<file path="src/rtl/fetch_sequencer_if.sv">
`timescale 1ns/1ps
// fetch_sequencer_if: bus bundle between the fetch sequencer and its surroundings
// (program address counter, program ROM, execute stage).
interface fetch_sequencer_if #(
  parameter int ADDR_W  = 8,
  parameter int INSTR_W = 8
);
  logic               run;
  logic [ADDR_W-1:0]  pc_addr;
  logic               pc_inc;
  logic               load_pc;
  logic [ADDR_W-1:0]  pc_load_addr;
  logic               pc_rd_en;
  logic [ADDR_W-1:0]  rom_addr;
  logic               rom_rd;
  logic [INSTR_W-1:0] rom_data;
  logic               rom_valid;
  logic [INSTR_W-1:0] ir_out;
  logic               ir_valid;
  logic               exec_ready;
  logic               br_taken;
  logic [ADDR_W-1:0]  br_target;
  logic               halted;
  logic               fetch_err;
  logic [15:0]        fetch_cnt;

  modport master (
    input  run, pc_addr, rom_data, rom_valid, exec_ready, br_taken, br_target,
    output pc_inc, load_pc, pc_load_addr, pc_rd_en, rom_addr, rom_rd,
           ir_out, ir_valid, halted, fetch_err, fetch_cnt
  );

  modport slave (
    output run, pc_addr, rom_data, rom_valid, exec_ready, br_taken, br_target,
    input  pc_inc, load_pc, pc_load_addr, pc_rd_en, rom_addr, rom_rd,
           ir_out, ir_valid, halted, fetch_err, fetch_cnt
  );
endinterface

</file>
<file path="src/rtl/fetch_sequencer.sv">
`timescale 1ns/1ps
// fetch_sequencer: instruction-fetch controller for the 4-bit CPU.
// Walks ADDR -> WAIT -> INC -> ISSUE per instruction, drives the program
// address counter, reads ROM, holds the word in the instruction register and
// offers it to the execute stage. Taken branches reload the PC; HLT or a ROM
// timeout parks the sequencer in HALT until reset.
module fetch_sequencer #(
  parameter int         ADDR_W      = 8,
  parameter int         INSTR_W     = 8,
  parameter logic [3:0] HLT_OPCODE  = 4'hF,
  parameter int         ROM_TIMEOUT = 15
) (
  input logic               clk,
  input logic               reset_p,
  fetch_sequencer_if.master bus
);

  localparam int TMO_W = (ROM_TIMEOUT > 1) ? $clog2(ROM_TIMEOUT) : 1;
  // Last WAIT cycle index (0-based) at which a missing rom_valid becomes an error.
  localparam logic [TMO_W-1:0] TMO_LAST = TMO_W'(ROM_TIMEOUT - 1);

  typedef enum logic [2:0] {
    ST_IDLE, ST_ADDR, ST_WAIT, ST_INC, ST_ISSUE, ST_BRANCH, ST_HALT
  } state_t;

  state_t             state;
  state_t             state_next;
  logic [TMO_W-1:0]   tmo_cnt;
  logic [ADDR_W-1:0]  fetch_addr;
  logic [INSTR_W-1:0] ir;
  logic [ADDR_W-1:0]  target;
  logic [15:0]        count;
  logic               err;
  logic [3:0]         opcode;

  logic pc_inc;
  logic load_pc;
  logic pc_rd_en;
  logic rom_rd;
  logic ir_valid;
  logic halted;
  logic ir_load;
  logic tmo_clear;
  logic tmo_step;
  logic err_set;
  logic issue;
  logic target_capture;

  function automatic logic [15:0] sat_inc(input logic [15:0] v);
    return (v == 16'hFFFF) ? v : v + 16'd1;
  endfunction

  assign opcode = ir[INSTR_W-1 -: 4];

  // State register; reset returns to IDLE from anywhere, aborting any fetch.
  always_ff @(posedge clk) begin
    if (reset_p) state <= ST_IDLE;
    else         state <= state_next;
  end

  // Next-state logic and Moore strobes decoded from the current state.
  always_comb begin
    state_next     = state;
    pc_inc         = 1'b0;
    load_pc        = 1'b0;
    pc_rd_en       = 1'b0;
    rom_rd         = 1'b0;
    ir_valid       = 1'b0;
    halted         = 1'b0;
    ir_load        = 1'b0;
    tmo_clear      = 1'b0;
    tmo_step       = 1'b0;
    err_set        = 1'b0;
    issue          = 1'b0;
    target_capture = 1'b0;
    case (state)
      ST_IDLE: begin
        if (bus.run) state_next = ST_ADDR;
      end
      ST_ADDR: begin
        pc_rd_en   = 1'b1;
        rom_rd     = 1'b1;
        tmo_clear  = 1'b1;
        state_next = ST_WAIT;
      end
      ST_WAIT: begin
        pc_rd_en = 1'b1;
        // Data arriving on the final allowed cycle still wins over the timeout.
        if (bus.rom_valid) begin
          ir_load    = 1'b1;
          state_next = ST_INC;
        end else if (tmo_cnt == TMO_LAST) begin
          err_set    = 1'b1;
          state_next = ST_HALT;
        end else begin
          tmo_step = 1'b1;
        end
      end
      ST_INC: begin
        pc_inc     = 1'b1;
        state_next = ST_ISSUE;
      end
      ST_ISSUE: begin
        ir_valid = 1'b1;
        if (bus.exec_ready) begin
          issue = 1'b1;
          if (opcode == HLT_OPCODE) begin
            state_next = ST_HALT;
          end else if (bus.br_taken) begin
            target_capture = 1'b1;
            state_next     = ST_BRANCH;
          end else if (!bus.run) begin
            state_next = ST_IDLE;
          end else begin
            state_next = ST_ADDR;
          end
        end
      end
      ST_BRANCH: begin
        load_pc    = 1'b1;
        state_next = bus.run ? ST_ADDR : ST_IDLE;
      end
      ST_HALT: begin
        halted = 1'b1;
      end
      default: state_next = ST_IDLE;
    endcase
  end

  // Fetch address, instruction register, issue count, error flag and timeout counter.
  always_ff @(posedge clk) begin
    if (reset_p) begin
      fetch_addr <= '0;
      ir         <= '0;
      count      <= '0;
      err        <= 1'b0;
      tmo_cnt    <= '0;
    end else begin
      if (rom_rd)  fetch_addr <= bus.pc_addr;
      if (ir_load) ir         <= bus.rom_data;
      if (issue)   count      <= sat_inc(count);
      if (err_set) err        <= 1'b1;
      if (tmo_clear)     tmo_cnt <= '0;
      else if (tmo_step) tmo_cnt <= tmo_cnt + TMO_W'(1);
    end
  end

  // Branch target is pure data: only meaningful while load_pc is high.
  always_ff @(posedge clk) begin
    if (target_capture) target <= bus.br_target;
  end

  assign bus.pc_inc       = pc_inc;
  assign bus.load_pc      = load_pc;
  assign bus.pc_load_addr = load_pc ? target : '0;
  assign bus.pc_rd_en     = pc_rd_en;
  assign bus.rom_addr     = fetch_addr;
  assign bus.rom_rd       = rom_rd;
  assign bus.ir_out       = ir;
  assign bus.ir_valid     = ir_valid;
  assign bus.halted       = halted;
  assign bus.fetch_err    = err;
  assign bus.fetch_cnt    = count;

endmodule

</file>
<file path="src/flat_wrapper.sv">
// flat-port wrapper written by rule: the top's interface ports become plain ports
module fetch_sequencer_flat 
#(
  parameter int         ADDR_W      = 8,
  parameter int         INSTR_W     = 8,
  parameter logic [3:0] HLT_OPCODE  = 4'hF,
  parameter int         ROM_TIMEOUT = 15
)
  (clk, reset_p, bus_run, bus_pc_addr, bus_rom_data, bus_rom_valid, bus_exec_ready, bus_br_taken, bus_br_target, bus_pc_inc, bus_load_pc, bus_pc_load_addr, bus_pc_rd_en, bus_rom_addr, bus_rom_rd, bus_ir_out, bus_ir_valid, bus_halted, bus_fetch_err, bus_fetch_cnt);
  fetch_sequencer_if #(.ADDR_W(ADDR_W), .INSTR_W(INSTR_W)) bus_i ();
  input logic clk;
  input logic reset_p;
  input wire logic [$bits(bus_i.run)-1:0] bus_run;
  input wire logic [$bits(bus_i.pc_addr)-1:0] bus_pc_addr;
  input wire logic [$bits(bus_i.rom_data)-1:0] bus_rom_data;
  input wire logic [$bits(bus_i.rom_valid)-1:0] bus_rom_valid;
  input wire logic [$bits(bus_i.exec_ready)-1:0] bus_exec_ready;
  input wire logic [$bits(bus_i.br_taken)-1:0] bus_br_taken;
  input wire logic [$bits(bus_i.br_target)-1:0] bus_br_target;
  output wire logic [$bits(bus_i.pc_inc)-1:0] bus_pc_inc;
  output wire logic [$bits(bus_i.load_pc)-1:0] bus_load_pc;
  output wire logic [$bits(bus_i.pc_load_addr)-1:0] bus_pc_load_addr;
  output wire logic [$bits(bus_i.pc_rd_en)-1:0] bus_pc_rd_en;
  output wire logic [$bits(bus_i.rom_addr)-1:0] bus_rom_addr;
  output wire logic [$bits(bus_i.rom_rd)-1:0] bus_rom_rd;
  output wire logic [$bits(bus_i.ir_out)-1:0] bus_ir_out;
  output wire logic [$bits(bus_i.ir_valid)-1:0] bus_ir_valid;
  output wire logic [$bits(bus_i.halted)-1:0] bus_halted;
  output wire logic [$bits(bus_i.fetch_err)-1:0] bus_fetch_err;
  output wire logic [$bits(bus_i.fetch_cnt)-1:0] bus_fetch_cnt;
  assign bus_i.run = bus_run;
  assign bus_i.pc_addr = bus_pc_addr;
  assign bus_i.rom_data = bus_rom_data;
  assign bus_i.rom_valid = bus_rom_valid;
  assign bus_i.exec_ready = bus_exec_ready;
  assign bus_i.br_taken = bus_br_taken;
  assign bus_i.br_target = bus_br_target;
  assign bus_pc_inc = bus_i.pc_inc;
  assign bus_load_pc = bus_i.load_pc;
  assign bus_pc_load_addr = bus_i.pc_load_addr;
  assign bus_pc_rd_en = bus_i.pc_rd_en;
  assign bus_rom_addr = bus_i.rom_addr;
  assign bus_rom_rd = bus_i.rom_rd;
  assign bus_ir_out = bus_i.ir_out;
  assign bus_ir_valid = bus_i.ir_valid;
  assign bus_halted = bus_i.halted;
  assign bus_fetch_err = bus_i.fetch_err;
  assign bus_fetch_cnt = bus_i.fetch_cnt;
  fetch_sequencer #(.ADDR_W(ADDR_W), .INSTR_W(INSTR_W), .HLT_OPCODE(HLT_OPCODE), .ROM_TIMEOUT(ROM_TIMEOUT)) u_core (.clk(clk), .reset_p(reset_p), .bus(bus_i));
endmodule
</file>
<file path="config.mk">
export PLATFORM = sky130hd
export DESIGN_NAME = fetch_sequencer_flat
export DESIGN_NICKNAME = d
export VERILOG_FILES = /design/src/rtl/fetch_sequencer_if.sv /design/src/rtl/fetch_sequencer.sv /design/src/flat_wrapper.sv
export SDC_FILE = /design/constraint.sdc
export NUM_CORES = 1
export LEC_CHECK = 0
export CAP_MARGIN = 10
export CORE_MARGIN = 8
export CORE_UTILIZATION = 24
export CTS_CLUSTER_DIAMETER = 150
export DETAILED_ROUTE_END_ITERATION = 10
export GPL_TIMING_DRIVEN = 0
export SYNTH_ARGS = -nofsm -noshare
export SYNTH_HDL_FRONTEND = slang
export SYNTH_SLANG_ARGS = --single-unit
</file>
<file path="constraint.sdc">
create_clock -name clk -period 2.5 [get_ports clk]
set_input_delay 0.375 -clock clk [delete_from_list [all_inputs] [get_ports clk]]
set_output_delay 0.375 -clock clk [all_outputs]
set_load 0.03 [all_outputs]
</file>
==> run metrics, run 1 <==
status=completed; Post-synth EDFFs=8; max-capacitance violation count=0; # port buffers=75; leakage=0.001142 uW; GRT Total Usage=9.754%; required time worst endpoint=2120 ps; final wirelength=6125 um; Final #Nets=352; Mapped Nets=270; reg2reg end=u_core.bus.fetch_cnt[0]; r2r setup slk=590 ps; CTS tree=yes; layout cells sized above 1=7.813%; vias per cell=4.703; Routed WL per cell=14.21 um; combined flip-flop and latch cell area=1041 um2; clk_lat worst skew=310 ps; hold buffers post-CTS=0; Worst Path Class, Setup=register to output port; CTS Buf Count=5; First DRT Iteration DRCs=57; global-route wire length before repair=10,030 um; Netlist cell types=48; vias in the first global route=1,977; CTS root buf=clkbuf_8; Main synth FF type=dfxtp_1; grt ovf=0; startpoint types=register; Fin Clk Skew=17.19 ps; HP Class=register to register; Area Overhead vs Synth=44.41%; Setup violations, final=0; Core Area=9109 um2; total clock sinks=48; Slew Viols, Final=0; multi-input logic area=1129 um2; std cell rows=35; # IOs=77; Post-Syn Area per Cell=9.402 um2; Chip Height=112.4 um; CP Max Fanout=10; initial antenna violation count=0; Synth Instances=237; Hold Path End=u_core.bus.rom_addr[3]; register area share after synthesis=46.72%; DRT Pass-1 Iters=4; Synth Cell Area=2228 um2; Horiz. Die Dim=112.4 um; area post-placement=3118 um2; Setup TNS=0 ps; post-detail-place hpwl=4595 um; largest net degree at the start of global routing=17; Final Hold Fails=0; Crit. End Element=output port; synthesized flop and latch total=48; crit share post-route=94.49%; min-delay src=u_core.bus.rom_addr[3]; Initial Util=24.46%; Longest Clk Path Bufs=2; FILL cells=941; Crit path arrival time=1990 ps; drt drc=0; R2R cell count=5; post-route ant nets=0; Peak supply drop=223.2 uV; clock-pin slew on the worst setup and hold paths=100 ps; H-tree levels=2; Critical R2R Launch=u_core.bus.fetch_cnt[0]; Vias=2,027; minimum clock period after layout=2362 ps; ys async rst share=0%; Rel. slew slack=61.00%; warnings from Yosys=0; GP Congestion=0.7852; die area=12,620 um2; # diodes=0; hold depth=2; fmax=423.3 MHz; pwr/cell area=594.2 nW/um2; Finished Cell Area=3218 um2; slew at the pin closest to its max-slew limit=580.5 ps
==> flip-flops by register name (all words and copies together), names as in the netlist <==
register	count
u_core.bus.ir_out	8
u_core.state	3
u_core.bus.fetch_err	1
u_core.bus.fetch_cnt	16
u_core.bus.rom_addr	8
u_core.tmo_cnt	4
u_core.target	8
==> synthesized netlist by cell type (all sizes together), types with 6 or more instances <==
master  instances  area, um2
nand2b          6      37.54
o21ai           7      35.03
nor2           21      81.33
and2            8      50.05
buf             6      37.53
a21oi          23      115.1
nand3           8      40.04
nor4            6      52.55
dfxtp          40      800.8
nand4           8      92.58
nand2          24      90.09
edfxtp          8      240.2
mux2i           9      90.09
==> layer usage <==
metal	routed length, um	up-vias	GRT usage, %
met2	2726	63	15.21
met4	83	0	3.507
met5	0	-	0
met3	414	6	3.274
met1	2900	926	12.24
li1	-	1032	-
==> worst max path at each step <==
stage	start	to	slack, ps	cells after the start
4_1_cts	u_core.state[2]	bus_rom_rd	20	6
2_1_floorplan	u_core.state[2]	bus_pc_load_addr[0]	590	4
3_3_place_gp	u_core.state[2]	bus_rom_rd	-60	6
6_report	u_core.state[2]	bus_pc_load_addr[1]	140	5
5_1_grt	u_core.state[2]	bus_pc_load_addr[2]	-30	5
3_5_place_dp	u_core.state[2]	bus_rom_rd	-50	6
==> cell type report <==
| type | instances | share of cell area, % |
|---|---|---|
| Timing Repair Buffer | 75 | 23.25 |
| Tap cell | 111 | 4.316 |
| Clock buffer | 5 | 2.138 |
| Buffer | 10 | 1.633 |
| Clock inverter | 3 | 0.6610 |
| Inverter | 5 | 0.5832 |
| Multi-Input combinational cell | 174 | 35.07 |
| Sequential cell | 48 | 32.35 |
==> repair_timing <==
item / in CTS / in global routing
endpoints found under the hold margin: 0 / 0
buffers inserted: 0 / 0
resized for setup: 3 / 4
gates cloned: 0 / 0
setup endpoints to repair: 10 / 10
==> cell usage in the layout, fill, tap and decap left out, types with 3 or more instances in the layout <==
cell             instances
or3_1                    5
a21oi_1                 23
clkbuf_1                 4
nand4_1                  4
and3_1                   5
clkdlybuf4s50_1         73
ha_1                     3
buf_2                    3
nor2_1                  19
edfxtp_1                 8
or4_1                    4
a211oi_1                 3
and4_1                   3
nand2b_1                 6
o21ai_0                  7
nand3_1                  7
nor3_1                   5
inv_1                    5
nor2b_1                  3
nand2_1                 24
dfxtp_1                 40
and2_1                   8
clkbuf_8                 5
o31ai_1                  4
xor2_1                   3
nor4_1                   5
mux2i_1                  9
==> stage by stage <==
stage                     setup slack (ps)  util (%)  total power, uW  hold slack (ps)  std cells
after CTS                            20.36     35.29             1949            463.8        431
final                                137.6     35.33             1912            457.8        431
after global routing                -31.87     35.33             2027            483.1        431
after global placement              -60.23     34.23             1455            443.1        423
after floorplan                      591.4         -             1233            473.9        237
after detailed placement            -47.54     34.23             1458            448.1        423
==> power breakdown <==
group,internal [uW],switching [uW]
sequential,839,31.0
combinational,234,335
clock,199,275
==> critical path, cell delays in order (launching register included) <==
cell	delay (ps)
dfxtp_1	320
buf_4	150
inv_1	150
nor2_4	230
and2_1	150
clkdlybuf4s50_1	670
==> cells by family after synthesis <==
kind of cell	synth area share [%]
compound gates	12.07
fa+ha+maj	1.685
xor+xnor	1.572
simple gates	29.70
buf+inv	3.200
mux	5.053
flops	46.72
(Power assumes the default switching activity.)
==> run 2, diff against run 1 <==
- CORE_ASPECT_RATIO: not set -> 1.75
==> run 2 against run 1 <==
Net effect: core utilization up 1.0 points; flip-flop and latch count unchanged; combinational power down 0.9%; sequential power about the same; fmax up 1.4%; wire length up 0.51%; largest power group unchanged; highest routed layer unchanged.
==> run metrics, run 2 (synthesized netlist as in run 1, its figures left out) <==
status=completed; DRT Pass-1 Iters=4; # port buffers=75; most common cell after layout, fill and taps aside=clkdlybuf4s50_1; CTS Buf Count=5; Setup violations, final=0; fmax=429.4 MHz; CTS tree=yes; required time worst endpoint=2120 ps; final worst setup slack=171.1 ps; min-delay src=u_core.bus.rom_addr[6]; Routed WL per cell=13.99 um; Net Sw Power=648.2 uW; final wirelength=6156 um; post-route ant nets=0; clk_lat worst skew=290 ps; vias per cell=4.623; H-tree levels=2; Chip Height=143.5 um; Peak supply drop=294.5 uV; Net Sw Frac=30.55%; R2R cell count=5; total setup buffers inserted after CTS=0; Setup TNS=0 ps; hold depth=2; initial antenna violation count=0; leakage=0.001150 uW; total clock sinks=48; Worst Path Class, Setup=register to output port; FILL cells=934; GP Congestion=0.7338; Crit path arrival time=1950 ps; crit share post-route=93.15%; minimum clock period after layout=2329 ps; r2r setup slk=580 ps; CP Max Fanout=10; max-capacitance violation count=0; First DRT Iteration DRCs=81; die area=12,750 um2; Horiz. Die Dim=88.84 um; Fin Clk Skew=5.079 ps; std cell rows=46; Critical R2R Launch=u_core.bus.fetch_cnt[0]; # IOs=77; Crit. End Element=output port; Longest Clk Path Bufs=2; HP Class=register to register; Slew Viols, Final=0; Area Overhead vs Synth=47.33%; most frequent cells in the layout=clkdlybuf4s50_1, dfxtp_1, nand2_1; max FFs per register=16; Final Hold Fails=0; reg2reg end=u_core.bus.fetch_cnt[0]; worst slack, placed=-27.57 ps; Vias=2,034; grt ovf=0; CTS root buf=clkbuf_16; Flop pwr share=41.1%; slew at the pin closest to its max-slew limit=585.5 ps; layout cells sized above 1=7.187%; Initial Util=24.66%; utilization after layout=36.33%; Core Area=9036 um2; overall power=2121 uW; unrepaired setup endpoints after global routing=no; largest net degree at the start of global routing=14; Cell Int Power=1473 uW; pwr/cell area=646.1 nW/um2; GRT Total Usage=9.970%; Rel. slew slack=60.93%; Hold Path End=u_core.bus.rom_addr[6]; Final #Nets=352; startpoint types=register; vias in the first global route=1,893; drt drc=0; clock-pin slew on the worst setup and hold paths=60 ps; Non-Filler Instances=440; clock share of power=32.3%; Gate power share=26.6%; post-detail-place hpwl=4734 um; global-route wire length before repair=9873 um; # diodes=0; Post-Place Cells=432
run 2: final cells by class:
class / instances / area, um2 / share of cell area [%]
plain buffers: 10 / 52.55 / 1.601
flip-flops and latches: 48 / 1041 / 31.71
repair buffers: 75 / 745.7 / 22.71
inverters: 5 / 18.77 / 0.5716
multi-input cells: 174 / 1129 / 34.37
well taps: 120 / 150.1 / 4.573
clock buffers: 8 / 146.4 / 4.459
run 2: power by group through the flow:
stage / Combinational, uW / Sequential, uW / Clock [uW]
final: 564 / 871 / 686
after global routing: 613 / 880 / 736
after floorplan: 281 / 953 / 0
after global placement: 561 / 887 / 0
after detailed placement: 568 / 889 / 0
after CTS: 570 / 872 / 709
run 2: worst max path at each step:
stage                                from             endpoint  slack (ps)  depth (start not counted)
after floorplan           u_core.state[2]  bus_pc_load_addr[0]         590                          4
after global placement    u_core.state[2]           bus_rom_rd           4                          6
after detailed placement  u_core.state[2]           bus_rom_rd         -30                          6
after CTS                 u_core.state[2]  bus_pc_load_addr[5]          50                          5
after global routing      u_core.state[2]         bus_ir_valid          40                          4
final                     u_core.state[2]  bus_pc_load_addr[5]         170                          5
run 2: critical path, cell delays in order (launching register included):
cell and delay [ps]:
dfxtp_1 310, buf_4 150, inv_1 140, nor2_4 230, and2_1 160, clkdlybuf4s50_1 680
run 2: per-layer routing:
| layer | routed length [um] | global-route usage [%] |
|---|---|---|
| met1 | 2593 | 11.31 |
| met5 | 0 | 0 |
| met3 | 426 | 2.460 |
| met4 | 145 | 5.650 |
| met2 | 2990 | 16.33 |
run 2: what timing repair did:
item	4_1_cts	5_1_grt
resized for setup	3	3
pin swaps	0	0
setup endpoints to repair	9	9
hold buffers	0	0
run 2: per-stage QoR:
stage          instance area, um2  hold WS (ps)
2_1_floorplan                2228         473.9
3_3_place_gp                 3129         442.1
3_5_place_dp                 3129         445.5
4_1_cts                      3282         454.7
5_1_grt                      3283         470.0
6_report                     3283         453.1
